$ cat config.mk
export PLATFORM = sky130hd
export DESIGN_NAME = tlb_inv_engine
export DESIGN_NICKNAME = d
export VERILOG_FILES = /design/src/rtl/tlb_inv_engine_pkg.sv /design/src/rtl/tlb_inv_match.sv /design/src/rtl/tlb_inv_engine.sv
export SDC_FILE = /design/constraint.sdc
export NUM_CORES = 1
export LEC_CHECK = 0
export ABC_AREA = 0
export BUFFER_PORTS_ARGS = -buffer_cell sky130_fd_sc_hd__buf_2
export CORE_AREA = 2 2 81 83
export CTS_BUF_LIST = sky130_fd_sc_hd__clkbuf_8
export DETAILED_ROUTE_END_ITERATION = 16
export DIE_AREA = 0 0 83 85
export MAX_ROUTING_LAYER = met4
export PLACE_DENSITY_LB_ADDON = 0.08
export SLEW_MARGIN = 10
export SYNTH_ARGS = -nofsm -noshare
export SYNTH_HDL_FRONTEND = slang
export SYNTH_SLANG_ARGS = --single-unit
$ cat constraint.sdc
create_clock -name clk -period 4 [get_ports clk]
set_input_delay 0.8 -clock clk [delete_from_list [all_inputs] [get_ports clk]]
set_output_delay 0.8 -clock clk [all_outputs]
set_load 0.02 [all_outputs]
$ cat src/rtl/tlb_inv_engine_pkg.sv
// Shared TLB types for the INVTLB engine: request struct, FSM state
// encoding, INVTLB op codes and the 4MB page-size code.
package tlb_types;

    typedef struct packed {
        logic        en;
        logic [4:0]  op;
        logic [9:0]  asid;
        logic [18:0] vpn;
    } tlb_inv_t;

    typedef enum logic [2:0] {
        IDLE,
        WALK,
        DRAIN,
        DONE,
        FLASH
    } inv_state_t;

    localparam logic [4:0] INV_OP_ALL0         = 5'd0;
    localparam logic [4:0] INV_OP_ALL1         = 5'd1;
    localparam logic [4:0] INV_OP_G1           = 5'd2;
    localparam logic [4:0] INV_OP_G0           = 5'd3;
    localparam logic [4:0] INV_OP_ASID         = 5'd4;
    localparam logic [4:0] INV_OP_ASID_VA      = 5'd5;
    localparam logic [4:0] INV_OP_G_OR_ASID_VA = 5'd6;

    localparam logic [5:0] PS_4M = 6'd21;

endpackage

$ cat src/rtl/tlb_inv_match.sv
// Combinational INVTLB entry comparator: decides whether one TLB entry is
// selected by the latched op/ASID/VPN. The E bit is qualified by the caller.
module tlb_inv_match
    import tlb_types::*;
(
    input  logic [4:0]  op,
    input  logic [9:0]  asid,
    input  logic [18:0] vpn,
    input  logic        ent_g,
    input  logic [9:0]  ent_asid,
    input  logic [18:0] ent_vppn,
    input  logic [5:0]  ent_ps,
    output logic        match
);

    logic asid_eq;
    logic vppn_eq;

    // Field compares and per-op selection; a 4MB page ignores VPPN bits below 9
    always_comb begin
        asid_eq = (ent_asid == asid);
        if (ent_ps == PS_4M) begin
            vppn_eq = (ent_vppn[18:9] == vpn[18:9]);
        end else begin
            vppn_eq = (ent_vppn == vpn);
        end
        match = 1'b0;
        case (op)
            INV_OP_ALL0,
            INV_OP_ALL1:         match = 1'b1;
            INV_OP_G1:           match = ent_g;
            INV_OP_G0:           match = !ent_g;
            INV_OP_ASID:         match = !ent_g && asid_eq;
            INV_OP_ASID_VA:      match = !ent_g && asid_eq && vppn_eq;
            INV_OP_G_OR_ASID_VA: match = (ent_g || asid_eq) && vppn_eq;
            default:             match = 1'b0;
        endcase
    end

endmodule

$ cat src/rtl/tlb_inv_engine.sv
// INVTLB sequencer: accepts a committed INVTLB, walks every TLB entry through
// the registered read port, and clears E on each matching entry one cycle
// after its read. Holds the backend stalled until the walk completes.
// Optional feature macro: INVTLB_FAST_ALL_EN (ops 0/1 use a one-cycle flash
// clear of all E bits instead of a walk; adds the flash_clr_o port).
module tlb_inv_engine
    import tlb_types::*;
#(
    parameter int TLBNUM = 32,
    parameter int IDX_W  = $clog2(TLBNUM)
) (
    input  logic             clk,
    input  logic             rst,
    input  tlb_inv_t         inv_i,
    output logic             inv_stallreq_o,
    output logic             inv_done_o,
    output logic             rd_en_o,
    output logic [IDX_W-1:0] rd_index_o,
    input  logic             rd_e_i,
    input  logic             rd_g_i,
    input  logic [9:0]       rd_asid_i,
    input  logic [18:0]      rd_vppn_i,
    input  logic [5:0]       rd_ps_i,
`ifdef INVTLB_FAST_ALL_EN
    output logic             flash_clr_o,
`endif
    output logic             clr_we_o,
    output logic [IDX_W-1:0] clr_index_o
);

    localparam logic [IDX_W-1:0] LAST_IDX = IDX_W'(TLBNUM - 1);

    inv_state_t       state_q;
    inv_state_t       state_d;
    logic [IDX_W-1:0] cnt_q;
    logic [IDX_W-1:0] cnt_d;
    logic             accept;

    logic [4:0]       op_q;
    logic [9:0]       asid_q;
    logic [18:0]      vpn_q;

    logic             vld_p1;
    logic [IDX_W-1:0] idx_p1;
    logic             match_p1;

`ifdef INVTLB_FAST_ALL_EN
    logic             flash_st;
`endif

    assign accept = (state_q == IDLE) && inv_i.en;

    // State register, walk counter and the compare-stage tag of the last read
    always_ff @(posedge clk or negedge rst) begin
        if (!rst) begin
            state_q <= IDLE;
            cnt_q   <= '0;
            vld_p1  <= 1'b0;
            idx_p1  <= '0;
        end else begin
            state_q <= state_d;
            cnt_q   <= cnt_d;
            vld_p1  <= (state_q == WALK);
            idx_p1  <= cnt_q;
        end
    end

    // Operand capture on accept; these only feed the comparator, so no reset
    always_ff @(posedge clk) begin
        if (accept) begin
            op_q   <= inv_i.op;
            asid_q <= inv_i.asid;
            vpn_q  <= inv_i.vpn;
        end
    end

    // Next-state, counter and control outputs; stall is combinational in the accept cycle
    always_comb begin
        state_d        = state_q;
        cnt_d          = cnt_q;
        inv_stallreq_o = 1'b0;
        inv_done_o     = 1'b0;
        rd_en_o        = 1'b0;
`ifdef INVTLB_FAST_ALL_EN
        flash_st       = 1'b0;
`endif
        case (state_q)
            IDLE: begin
                if (inv_i.en) begin
                    inv_stallreq_o = 1'b1;
                    cnt_d          = '0;
                    if (inv_i.op > INV_OP_G_OR_ASID_VA) begin
                        state_d = DONE;
`ifdef INVTLB_FAST_ALL_EN
                    end else if (inv_i.op == INV_OP_ALL0 || inv_i.op == INV_OP_ALL1) begin
                        state_d = FLASH;
`endif
                    end else begin
                        state_d = WALK;
                    end
                end
            end
            WALK: begin
                inv_stallreq_o = 1'b1;
                rd_en_o        = 1'b1;
                cnt_d          = cnt_q + IDX_W'(1);
                if (cnt_q == LAST_IDX) begin
                    state_d = DRAIN;
                end
            end
            DRAIN: begin
                inv_stallreq_o = 1'b1;
                state_d        = DONE;
            end
            DONE: begin
                // Commit still presents the same INVTLB here, so en is ignored
                inv_done_o = 1'b1;
                state_d    = IDLE;
            end
`ifdef INVTLB_FAST_ALL_EN
            FLASH: begin
                inv_stallreq_o = 1'b1;
                flash_st       = 1'b1;
                state_d        = DONE;
            end
`endif
            default: begin
                state_d = IDLE;
            end
        endcase
    end

`ifdef INVTLB_FAST_ALL_EN
    assign flash_clr_o = flash_st;
`endif

    assign rd_index_o = cnt_q;

    // ---- compare stage (p1): read data returned for the entry issued last cycle ----
    tlb_inv_match u_match (
        .op       (op_q),
        .asid     (asid_q),
        .vpn      (vpn_q),
        .ent_g    (rd_g_i),
        .ent_asid (rd_asid_i),
        .ent_vppn (rd_vppn_i),
        .ent_ps   (rd_ps_i),
        .match    (match_p1)
    );

    assign clr_we_o    = vld_p1 && rd_e_i && match_p1;
    assign clr_index_o = idx_p1;

endmodule

* Word level (Yosys, flattened, before mapping)
Index checks and enable logic that the tools add are counted. Widths: inputs -> output; s select.
Cells by class: divide/modulo/power cells 0, shift operators 0, add/sub/neg operators 1, $mul 0, equal/unequal tests 16, order comparisons 1, bitwise gates (word level) 0, muxes and demuxes 12, reductions and logical operators 15
Operator list (count):
- $eq 10x10->1 | 2
- $eq 19x19->1 | 1
- $eq 5x3->1 const B | 3
- $eq 5x2->1 const B | 2
- $pmux 5 s2 | 1
- $pmux 3 s3 | 1
- $eq 3x2->1 const B | 2
- $eq 6x5->1 const B | 1
- $logic_and 1x1->1 | 6
- $mux 3 | 2
- $pmux 1 s6 | 1
- $add 5x1->5 const B | 1
- $eq 5x1->1 const B | 1
- $eq 5x5->1 const B | 1
- $gt 5x3->1 const B | 1
- $logic_not 5->1 | 1
- $mux 5 | 1
- $mux 1 | 4
- $reduce_and 2->1 | 2
- $reduce_or 2->1 | 2
- $eq 3x1->1 const B | 1
- $logic_not 3->1 | 1
- $mux 2 | 1
- $ne 2x1->1 const B | 1
- other kinds (5) | 5
Word-level totals: logic and storage cells 52, bits in writable memories 0, bits in registers 48, bits in read-only memories 0, memories kept 0, bits in latches 0

* Longest topological paths before layout
Gate-level depths: netlist of the first run.
word-level depth 5, gate-level depth with buffers 7

* By module
From an unflattened synthesis of the first run, not the netlist that was laid out.
Unflattened totals: cell total of the unflattened synthesis 142, area, all modules 2075.7 µm²
Modules (own cells, without submodules):
- tlb_inv_engine | area an instance 1666.6 µm², instances 1, seq. area each 1346.3 µm², cells each 90
- tlb_inv_match | area an instance 409.1 µm², instances 1, seq. area each 0.0 µm², cells each 52

* Least setup slack after synthesis of the first run
OpenSTA, ideal clock, no wires.
kind input port to output port, from input rd_e_i, to output clr_we_o, stages on the path 5, arrival 2154 ps, data required time 3200 ps, setup slack 1046 ps, buffers on the path 0, path through nand4bb_1 > or4_1 > nor4_2 > o211ai_1 > a22oi_1
On the way: cells in the longest elaborated chain, start to end 2
Ends and longest elaborated chain:
- start, declared | line tlb_inv_engine.sv:19 | input logic rd_e_i,
- $logic_and 1x1->1 (2 in series) | line tlb_inv_engine.sv:151 | assign clr_we_o = vld_p1 && rd_e_i && match_p1;
- end, declared | line tlb_inv_engine.sv:27 | output logic clr_we_o,
Every way passes these cells.

* Final worst setup path of the first run
Ends and elaborated chain as after synthesis.

==> results.yml, run 1 <==
synth:
  synth_cell_types: 36
  ys_warn_count: 0
  synthesis.instances: 150
  synth-main-ff-cell: "edfxtp_1"
  syn_area_per_cell_sq_um: 14.0
  netlist_area_sq_um: 2100
  syn_nets: 231
  synthArstFlopShare_pct: 27.7
  ys_seq_elements: 47
  yosysSeqAreaShare_pct: 64.0
  synth-edff-count: 34
worst_setup_path:
  cpMostUsedCell: "buf_2"
  worst_r2r_path_depth: 4
  cp.arrival_ps: 2420
  max_stage_delay_ps: 560
  path_cells: "buf_2 > nand4bb_1 > or4_1 > nor4_2 > o211ai_1 > a22oi_1 > buf_2"
  slowest_stage: "or4_1"
  worstPathMaxFanout: 3
  end_kind: "output port"
  timing.critical_path.from_type: "primary input"
  critPathKind: "in2out"
  cp.required_ps: 3200
  r2r_slack_ps: 2150
timing:
  fin_crit_ps: 3220
  max_slew.worst_pin.slew_ps: 556
  fin_worst_skew_ps: 7.55
  finalHoldViolations: 0
  maxSlewViolCount: 0
  fin_tns_setup_ps: 0
  setup_violations: 0
  fin_ws_ps: 782
  rsz0062_at_grt: "no"
  fmax_ghz: 0.311
  max-slew-margin-rel_pct: 62.9
  finalCritPeriodShare_pct: 80.5
clock_network:
  clock_sinks: 47
  cts_tree: "yes"
  ctsHoldBuffers: 0
  postCtsSetupBuffers: 0
  cts_buffers: 5
  path_clk_slew_ps: 80
  ctsResizeCount: 0
  clock_latency_ps: 290
  clk_path_buf_depth: 2
  cts_root_buf: "clkbuf_8"
  cts_max_level: 2
floorplanning:
  die-area_sq_um: 7060
  rows: 29
  start_util_pct: 33.9
  core_area_sq_um: 6200
  die_w_microns: 83
  dieHeight_microns: 85
  io_pins: 88
power_and_ir_drop:
  p_leak_uw: 0.00116
  power_density_nw_per_um2: 564
  ir_drop_v: 0.000408
drt:
  drc: 0
  ant_nets: 0
  drt_iter0_markers: 39
  wl_microns: 4220
  wl_per_cell_microns: 13.1
  first_pass_iters: 4
  viasPerCell: 4.65
  dr_total_vias: 1494
outcome:
  status: "finished clean"
layout:
  final_util_pct: 44.2
  drive_gt1_share_pct: 39.3
  n_antenna_cell: 0
  area_growth_pct: 30.3
  layout.nets: 324
  fin_cells: 321
run:
  maxCapViolCount: 0
global_route:
  gr-usage-all-layers_pct: 12.8
  grt_max_degree: 35
  antenna_found_initial: 0
  grt_pass1_vias: 1452
  overflow: 0
  grt_pass1_wl_microns: 6850
placement:
  dpl.cell_count: 313
  gp_congestion: 0.723
  place_ws_ps: 808
  numPortBuffers: 87
  dp.final_hpwl_microns: 3290
min_path:
  hold_class: "in2async"
[worst max-delay path: cells and delay by family]
family,cells,cell delay (ps)
simple gates,3,920
buf+inv,2,290
compound gates,2,410
[cell usage after synthesis (all sizes together), types with 2 or more instances]
master | n | area (sq um)
edfxtp | 34 | 1020
xor2 | 16 | 140
dfrtp | 13 | 325
clkbuf | 2 | 7.51
nor2 | 4 | 15.0
inv | 3 | 11.3
nand4bb | 2 | 22.5
nand3 | 4 | 20.0
nor2b | 3 | 18.8
nor3 | 5 | 25.0
ha | 7 | 87.6
nor4 | 4 | 31.3
a21oi | 4 | 20.0
nand2 | 4 | 15.0
xnor2 | 16 | 140
o21ai | 9 | 45.0
nand4 | 2 | 12.5
[final timing paths]
kind                                from              to
setup / recovery                  rd_e_i        clr_we_o
setup reg to reg              state_q[0]        vpn_q[2]
min in group clk           rd_index_o[4]  clr_index_o[4]
max in group asynchronous            rst      state_q[0]
hold / removal                       rst      state_q[1]
hold reg to reg            rd_index_o[4]  clr_index_o[4]
[power by group]
group          leakage, uW  switching (uW)  internal (uW)
Sequential        0.000479            71.8            658
Clock            0.0000607             143            182
Combinational     0.000616             291            203
Total              0.00116             506           1040
[layout by cell type (no fill, tap or decap), drive strengths merged, types with 2 or more instances in the layout]
| master | instances |
|---|---|
| nor2b | 3 |
| clkbuf | 5 |
| edfxtp | 34 |
| xnor2 | 16 |
| nand3 | 4 |
| nand4bb | 2 |
| nor2 | 4 |
| buf | 88 |
| nor3 | 5 |
| inv | 5 |
| dfrtp | 13 |
| nand4 | 2 |
| o21ai | 9 |
| xor2 | 16 |
| nand2 | 4 |
| ha | 7 |
| a21oi | 4 |
| nor4 | 4 |
[area by class of cell]
type / instances / area, sq um
fill: 588 / 3460
timing repair buffer: 88 / 443
clock inverter: 3 / 37.5
inverter: 3 / 11.3
clock buffer: 5 / 68.8
tap: 77 / 96.3
multi-input combinational: 98 / 739
sequential: 47 / 1350
[flip-flops by register name, indices dropped and copies added, names as in the netlist]
signal / cells
vpn_q: 19
asid_q: 10
clr_index_o: 5
op_q: 5
rd_index_o: 5
state_q: 2
vld_p1: 1
[kinds of logic (layout without fill, tap and decap cells)]
kind of cell	Yosys count	in the layout	share of synthesized area (%)
XOR/XNOR	32	32	13.3
adder cells (fa/ha/maj)	7	7	4.16
multiplexers	2	2	1.01
flip-flops	47	47	64.0
buffers and inverters	5	99	0.892
AO/OA/AOI/OAI	23	23	6.96
AND/OR/NAND/NOR	34	34	9.69
[stage by stage]
step / area, sq um / hold WS [ps] / total power (uW)
detailed placement: 2640 / 419 / 1240
CTS: 2740 / 378 / 1580
global placement: 2640 / 415 / 1240
floorplan: 2100 / 504 / 1070
global route: 2740 / 381 / 1660
finish: 2740 / 384 / 1550
[layer usage]
layer	vias up	track usage (%)	routed length (microns)
li1	740	-	-
met4	0	4.92	82
met5	-	-	0
met3	9	3.50	235
met1	696	15.9	1820
met2	49	20.2	2090
Note: power is estimated with default switching activity, not from simulation.
==> run 2: changes to the inputs <==
==> constraint.sdc (replaced) <==
create_clock -name clk -period 2.9 [get_ports clk]
set_input_delay 0.58 -clock clk [delete_from_list [all_inputs] [get_ports clk]]
set_output_delay 0.58 -clock clk [all_outputs]
set_load 0.02 [all_outputs]
==> run 2 against run 1 <==
Against the previous run:
- total power is 35% higher
- clock skew is 3.1 ps lower
- worst setup slack worse by 640 ps
- register-to-register slack worse by 1100 ps
- critical path depth is 1 lower
- non-clock buffer count stayed put
==> results.yml, run 2 (synthesis gave the netlist of run 1 again) <==
outcome:
  status: "finished clean"
layout:
  final_common_cell: "buf_2"
  largestRegisters: "vpn_q (19), asid_q (10)"
  largest_reg_flops: 19
  nFillCells: 592
  stdcell_area_sq_um: 2750
  top_register: "vpn_q"
  n_antenna_cell: 0
  final_cell_mix: "86 x buf_2, 34 x edfxtp_1, 16 x xor2_1, 16 x xnor2_1, 13 x dfrtp_1"
  layout.nets: 324
  area_growth_pct: 30.7
  drive_gt1_share_pct: 40.6
clock_network:
  clk_path_buf_depth: 2
  path_clk_slew_ps: 80
  cts_root_buf: "clkbuf_8"
  clock_latency_ps: 290
  cts_max_level: 2
  ctsHoldBuffers: 0
  cts_tree: "yes"
  clock_sinks: 47
  cts_buffers: 5
global_route:
  grt_max_degree: 35
  grt_pass1_wl_microns: 6920
  gr-usage-all-layers_pct: 12.9
  overflow: 0
  met2_usage_pct: 20.4
  antenna_found_initial: 0
  grt_pass1_vias: 1430
  top_usage_layer: "met2"
  grt.met3_usage_pct: 3.31
  gr-usage-met1_pct: 16.4
floorplanning:
  die_w_microns: 83
  dieHeight_microns: 85
  rows: 29
  die-area_sq_um: 7060
  core_area_sq_um: 6200
  start_util_pct: 33.9
  io_pins: 88
timing:
  finalHoldViolations: 0
  fin_tns_setup_ps: 0
  fin_worst_skew_ps: 4.49
  rsz0062_at_grt: "no"
  fmax_ghz: 0.362
  max_slew.worst_pin.slew_ps: 551
  setup_violations: 0
  finalCritPeriodShare_pct: 95.2
  fin_crit_ps: 2760
  maxSlewViolCount: 0
  max-slew-margin-rel_pct: 63.3
run:
  maxCapViolCount: 0
drt:
  dr_total_vias: 1477
  wl_microns: 4260
  drt_iter0_markers: 60
  ant_nets: 0
  first_pass_iters: 4
  wl_per_cell_microns: 13.3
  drc: 0
  viasPerCell: 4.60
power_and_ir_drop:
  p_leak_uw: 0.00115
  ir_drop_v: 0.000395
  power_uw: 2090
  power_density_nw_per_um2: 760
worst_setup_path:
  critPathKind: "reg2out"
  worstSetupStartpoint: "op_q[4]"
  worstPathMaxFanout: 3
  cp_num_buf_inv: 1
  critical_path.top_delay_family: "simple AND/OR/NAND/NOR gates"
  end_kind: "output port"
  cp.arrival_ps: 2180
  max_stage_delay_ps: 580
  cp.required_ps: 2320
  path_cells: "nand4bb_1 > or4_4 > nor4_4 > o211ai_1 > a22oi_2 > buf_4"
  timing.critical_path.from_type: "register"
  slowest_stage: "or4_4"
  timing.rr.start: "state_q[0]"
placement:
  gp_congestion: 0.705
  dp.final_hpwl_microns: 3280
  placed_area_sq_um: 2640
  numPortBuffers: 87
min_path:
  hold_class: "in2async"
[run 2: power breakdown]
part | switching (uW) | internal (uW) | leakage [uW]
Sequential | 100 | 907 | 0.000479
Combinational | 403 | 280 | 0.000628
Clock | 211 | 190 | 0.0000449
[run 2: metal layers]
metal / share of wire, % / routed length (microns) / vias up
met2: 49 / 2070 / 45
met4: 1.3 / 55 / 0
met1: 45 / 1910 / 683
met3: 5.3 / 227 / 6
met5: 0 / 0 / -
li1: - / - / 743
[run 2: path summary, 6_finish.rpt]
kind,slack (ps),cells past startpoint,to
min in group clk,440,0,clr_index_o[4]
worst max-delay path,140,6,clr_we_o
max in group asynchronous,2520,1,vld_p1
worst min-delay path,160,1,clr_index_o[4]
worst max register to register,1010,4,vpn_q[13]
worst min register to register,440,0,clr_index_o[4]
[run 2: worst reg2reg max path, stage by stage, from the launching register on]
cell and delay (ps):
dfrtp_1 430, inv_1 110, ha_1 360, and2_1 220
buf_4 400
[run 2: cell type report]
| type | instances | area (sq um) | area share, % |
|---|---|---|---|
| inverters | 3 | 11.3 | 0.409 |
| well taps | 77 | 96.3 | 3.50 |
| multi-input cells | 98 | 757 | 27.5 |
| clock inverters | 2 | 11.3 | 0.409 |
| repair buffers | 88 | 445 | 16.2 |
| flip-flops and latches | 47 | 1350 | 49.0 |
| clock buffers | 6 | 82.6 | 3.00 |
[run 2: per-stage QoR]
step                util (%)  hold slack [ps]  cells  worst slack [ps]
floorplan                  -              284    150               169
global placement        42.5              414    313               199
detailed placement      42.5              419    313               137
CTS                     44.1              165    321              13.1
global route            44.3              168    321              18.1
finish                  44.3              159    321               140
[run 2: repair_timing]
| action | 4_1_cts | 5_1_grt |
|---|---|---|
| setup endpoints to repair | 1 | 1 |
| gates cloned | 0 | 0 |
| resized for setup | 1 | 3 |
| setup buffers | 0 | 0 |
| endpoints found under the hold margin | 0 | 0 |
| pin swaps | 0 | 1 |
==> run 3: changes to the inputs <==
--- a/config.mk
+++ b/config.mk
@@ -16,4 +16,5 @@
 export SLEW_MARGIN = 10
 export SYNTH_ARGS = -nofsm -noshare
 export SYNTH_HDL_FRONTEND = slang
+export SYNTH_HIERARCHICAL = 1
 export SYNTH_SLANG_ARGS = --single-unit
==> run 3 against run 2 <==
Against the previous run:
- via count decreased by 4.6%
- flip-flop and latch count unchanged
- critical path type unchanged
- critical path depth rose by 1
- critical endpoint unchanged
- non-clock buffer count did not move
==> results.yml, run 3 <==
outcome:
  status: "finished clean"
layout:
  final_common_cell: "buf_2"
  ff_latch_area_sq_um: 1350
  multi_input_area_sq_um: 711
  layout.nets: 316
  final_util_pct: 43.6
  stdcell_area_sq_um: 2700
  largest_reg_flops: 19
  drive_gt1_share_pct: 42.6
  largestRegisters: "vpn_q (19), asid_q (10)"
  n_antenna_cell: 0
  nFillCells: 616
  final_cell_mix: "87 x buf_2, 34 x edfxtp_1, 16 x xnor2_1"
  area_growth_pct: 30.3
  top_register: "vpn_q"
min_path:
  hold_class: "in2async"
timing:
  max-slew-margin-rel_pct: 61.4
  rsz0062_at_grt: "no"
  fin_worst_skew_ps: 1.29
  finalCritPeriodShare_pct: 90.6
  finalHoldViolations: 0
  fin_ws_ps: 272
  max_slew.worst_pin.slew_ps: 564
  fin_tns_setup_ps: 0
  fmax_ghz: 0.381
  whs_ps: 167
  fin_crit_ps: 2630
  setup_violations: 0
  maxSlewViolCount: 0
clock_network:
  postCtsSetupBuffers: 0
  cts_buffers: 5
  ctsResizeCount: 0
  ctsHoldBuffers: 0
  cts_max_level: 2
  clk_path_buf_depth: 2
  clock_latency_ps: 290
  cts_tree: "yes"
  cts_root_buf: "clkbuf_8"
  path_clk_slew_ps: 80
  clock_sinks: 47
drt:
  dr_total_vias: 1409
  drt_iter0_markers: 28
  drc: 0
  ant_nets: 0
  wl_per_cell_microns: 13.0
  first_pass_iters: 4
  wl_microns: 4090
  viasPerCell: 4.49
synth:
  synth_cell_types: 35
  synthArstFlopShare_pct: 27.7
  synthesis.instances: 142
  syn_nets: 222
  synth-main-ff-cell: "edfxtp_1"
  syn_area_per_cell_sq_um: 14.6
  ys_top_cells_by_count: "34 x edfxtp_1, 16 x xnor2_1, 15 x xor2_1, 13 x dfrtp_1"
  ys_warn_count: 6
  yosysSeqAreaShare_pct: 64.9
  synth.most_common_cell: "edfxtp_1"
  synth.largest_area_cell: "edfxtp_1"
  netlist_area_sq_um: 2080
  ys_seq_elements: 47
  yosysTopAreaCellShare_pct: 49.2
  synth-edff-count: 34
  ys_top_cells_by_area: "edfxtp_1 49%, dfrtp_1 16%, xnor2_1 6.8%, xor2_1 6.3%, ha_1 3.6%"
floorplanning:
  io_pins: 88
  die-area_sq_um: 7060
  core_area_sq_um: 6200
  rows: 29
  die_w_microns: 83
  start_util_pct: 33.5
  dieHeight_microns: 85
power_and_ir_drop:
  ir_drop_v: 0.000396
  power_density_nw_per_um2: 740
  p_leak_uw: 0.00116
global_route:
  antenna_found_initial: 0
  grt_max_degree: 35
  overflow: 0
  gr-usage-all-layers_pct: 12.3
  grt_pass1_wl_microns: 6640
  grt_pass1_vias: 1490
worst_setup_path:
  timing.critical_path.from_type: "register"
  worstPathMaxFanout: 2
  critPathKind: "reg2out"
  worst_r2r_path_depth: 4
  cp.arrival_ps: 2050
  end_kind: "output port"
  cp.required_ps: 2320
placement:
  dp.final_hpwl_microns: 3210
  placed_area_sq_um: 2600
  gp_congestion: 0.686
  numPortBuffers: 87
  place_ws_ps: 280
run:
  maxCapViolCount: 0
## run 3: changes by cell type in the layout (fill, tap and decap cells not counted), sizes merged, moves of 2 or more
cell / change
o31ai: +3
o21ai: -3
nand2b: +3
a32o: +2
nor2: +2
a21oi: -2
nor3: -2
## run 3: stage by stage
stage | power, uW | instances
2_1_floorplan | 1410 | 142
3_3_place_gp | 1610 | 306
3_5_place_dp | 1610 | 306
4_1_cts | 2040 | 314
5_1_grt | 2150 | 314
6_report | 2000 | 314
## run 3: final timing paths
| check | start | endpoint | slack (ps) |
|---|---|---|---|
| min in group clk | rd_index_o[4] | clr_index_o[4] | 440 |
| hold reg to reg | rd_index_o[4] | clr_index_o[4] | 440 |
| hold / removal | rst | rd_index_o[4] | 170 |
| setup / recovery | asid_q[1] | clr_we_o | 270 |
| max in group asynchronous | rst | clr_index_o[2] | 2500 |
| setup reg to reg | state_q[0] | vpn_q[16] | 1160 |
## run 3: area by class of cell
type / instances / share of cell area (%)
flip-flops and latches: 47 / 49.8
clock buffers: 7 / 3.56
inverters: 2 / 0.278
repair buffers: 88 / 16.4
well taps: 77 / 3.56
multi-input cells: 92 / 26.3
clock inverters: 1 / 0.139
## run 3: metal layers
layer	track usage (%)	vias up	wire length, microns
li1	-	712	-
met1	13.7	648	1620
met2	21.3	44	2180
met3	3.40	5	230
met4	4.02	0	51
met5	-	-	0
## run 3: cell families (layout without fill, tap and decap cells)
| group | Yosys count | after routing | synth area share, % |
|---|---|---|---|
| adder cells (fa/ha/maj) | 6 | 6 | 3.62 |
| AND/OR/NAND/NOR | 35 | 35 | 10.6 |
| flip-flops | 47 | 47 | 64.9 |
| XOR/XNOR | 31 | 31 | 13.1 |
| multiplexers | 1 | 1 | 0.482 |
| buffers and inverters | 3 | 98 | 0.904 |
| AO/OA/AOI/OAI | 19 | 19 | 6.45 |
## run 3: report_power, final
group	internal (uW)	total [uW]	switching, uW	leakage [uW]
Combinational	254	600	346	0.000618
Sequential	898	986	88.0	0.000487
Clock	214	414	200	0.0000557
## run 3: worst max-delay path, cell delays in order, from the launching register on
cell and delay, ps:
edfxtp_1 380, xor2_1 170, or4_4 510, nor3_2 210, a21oi_1 80, o21ai_1 100, and3_1 150, buf_2 150
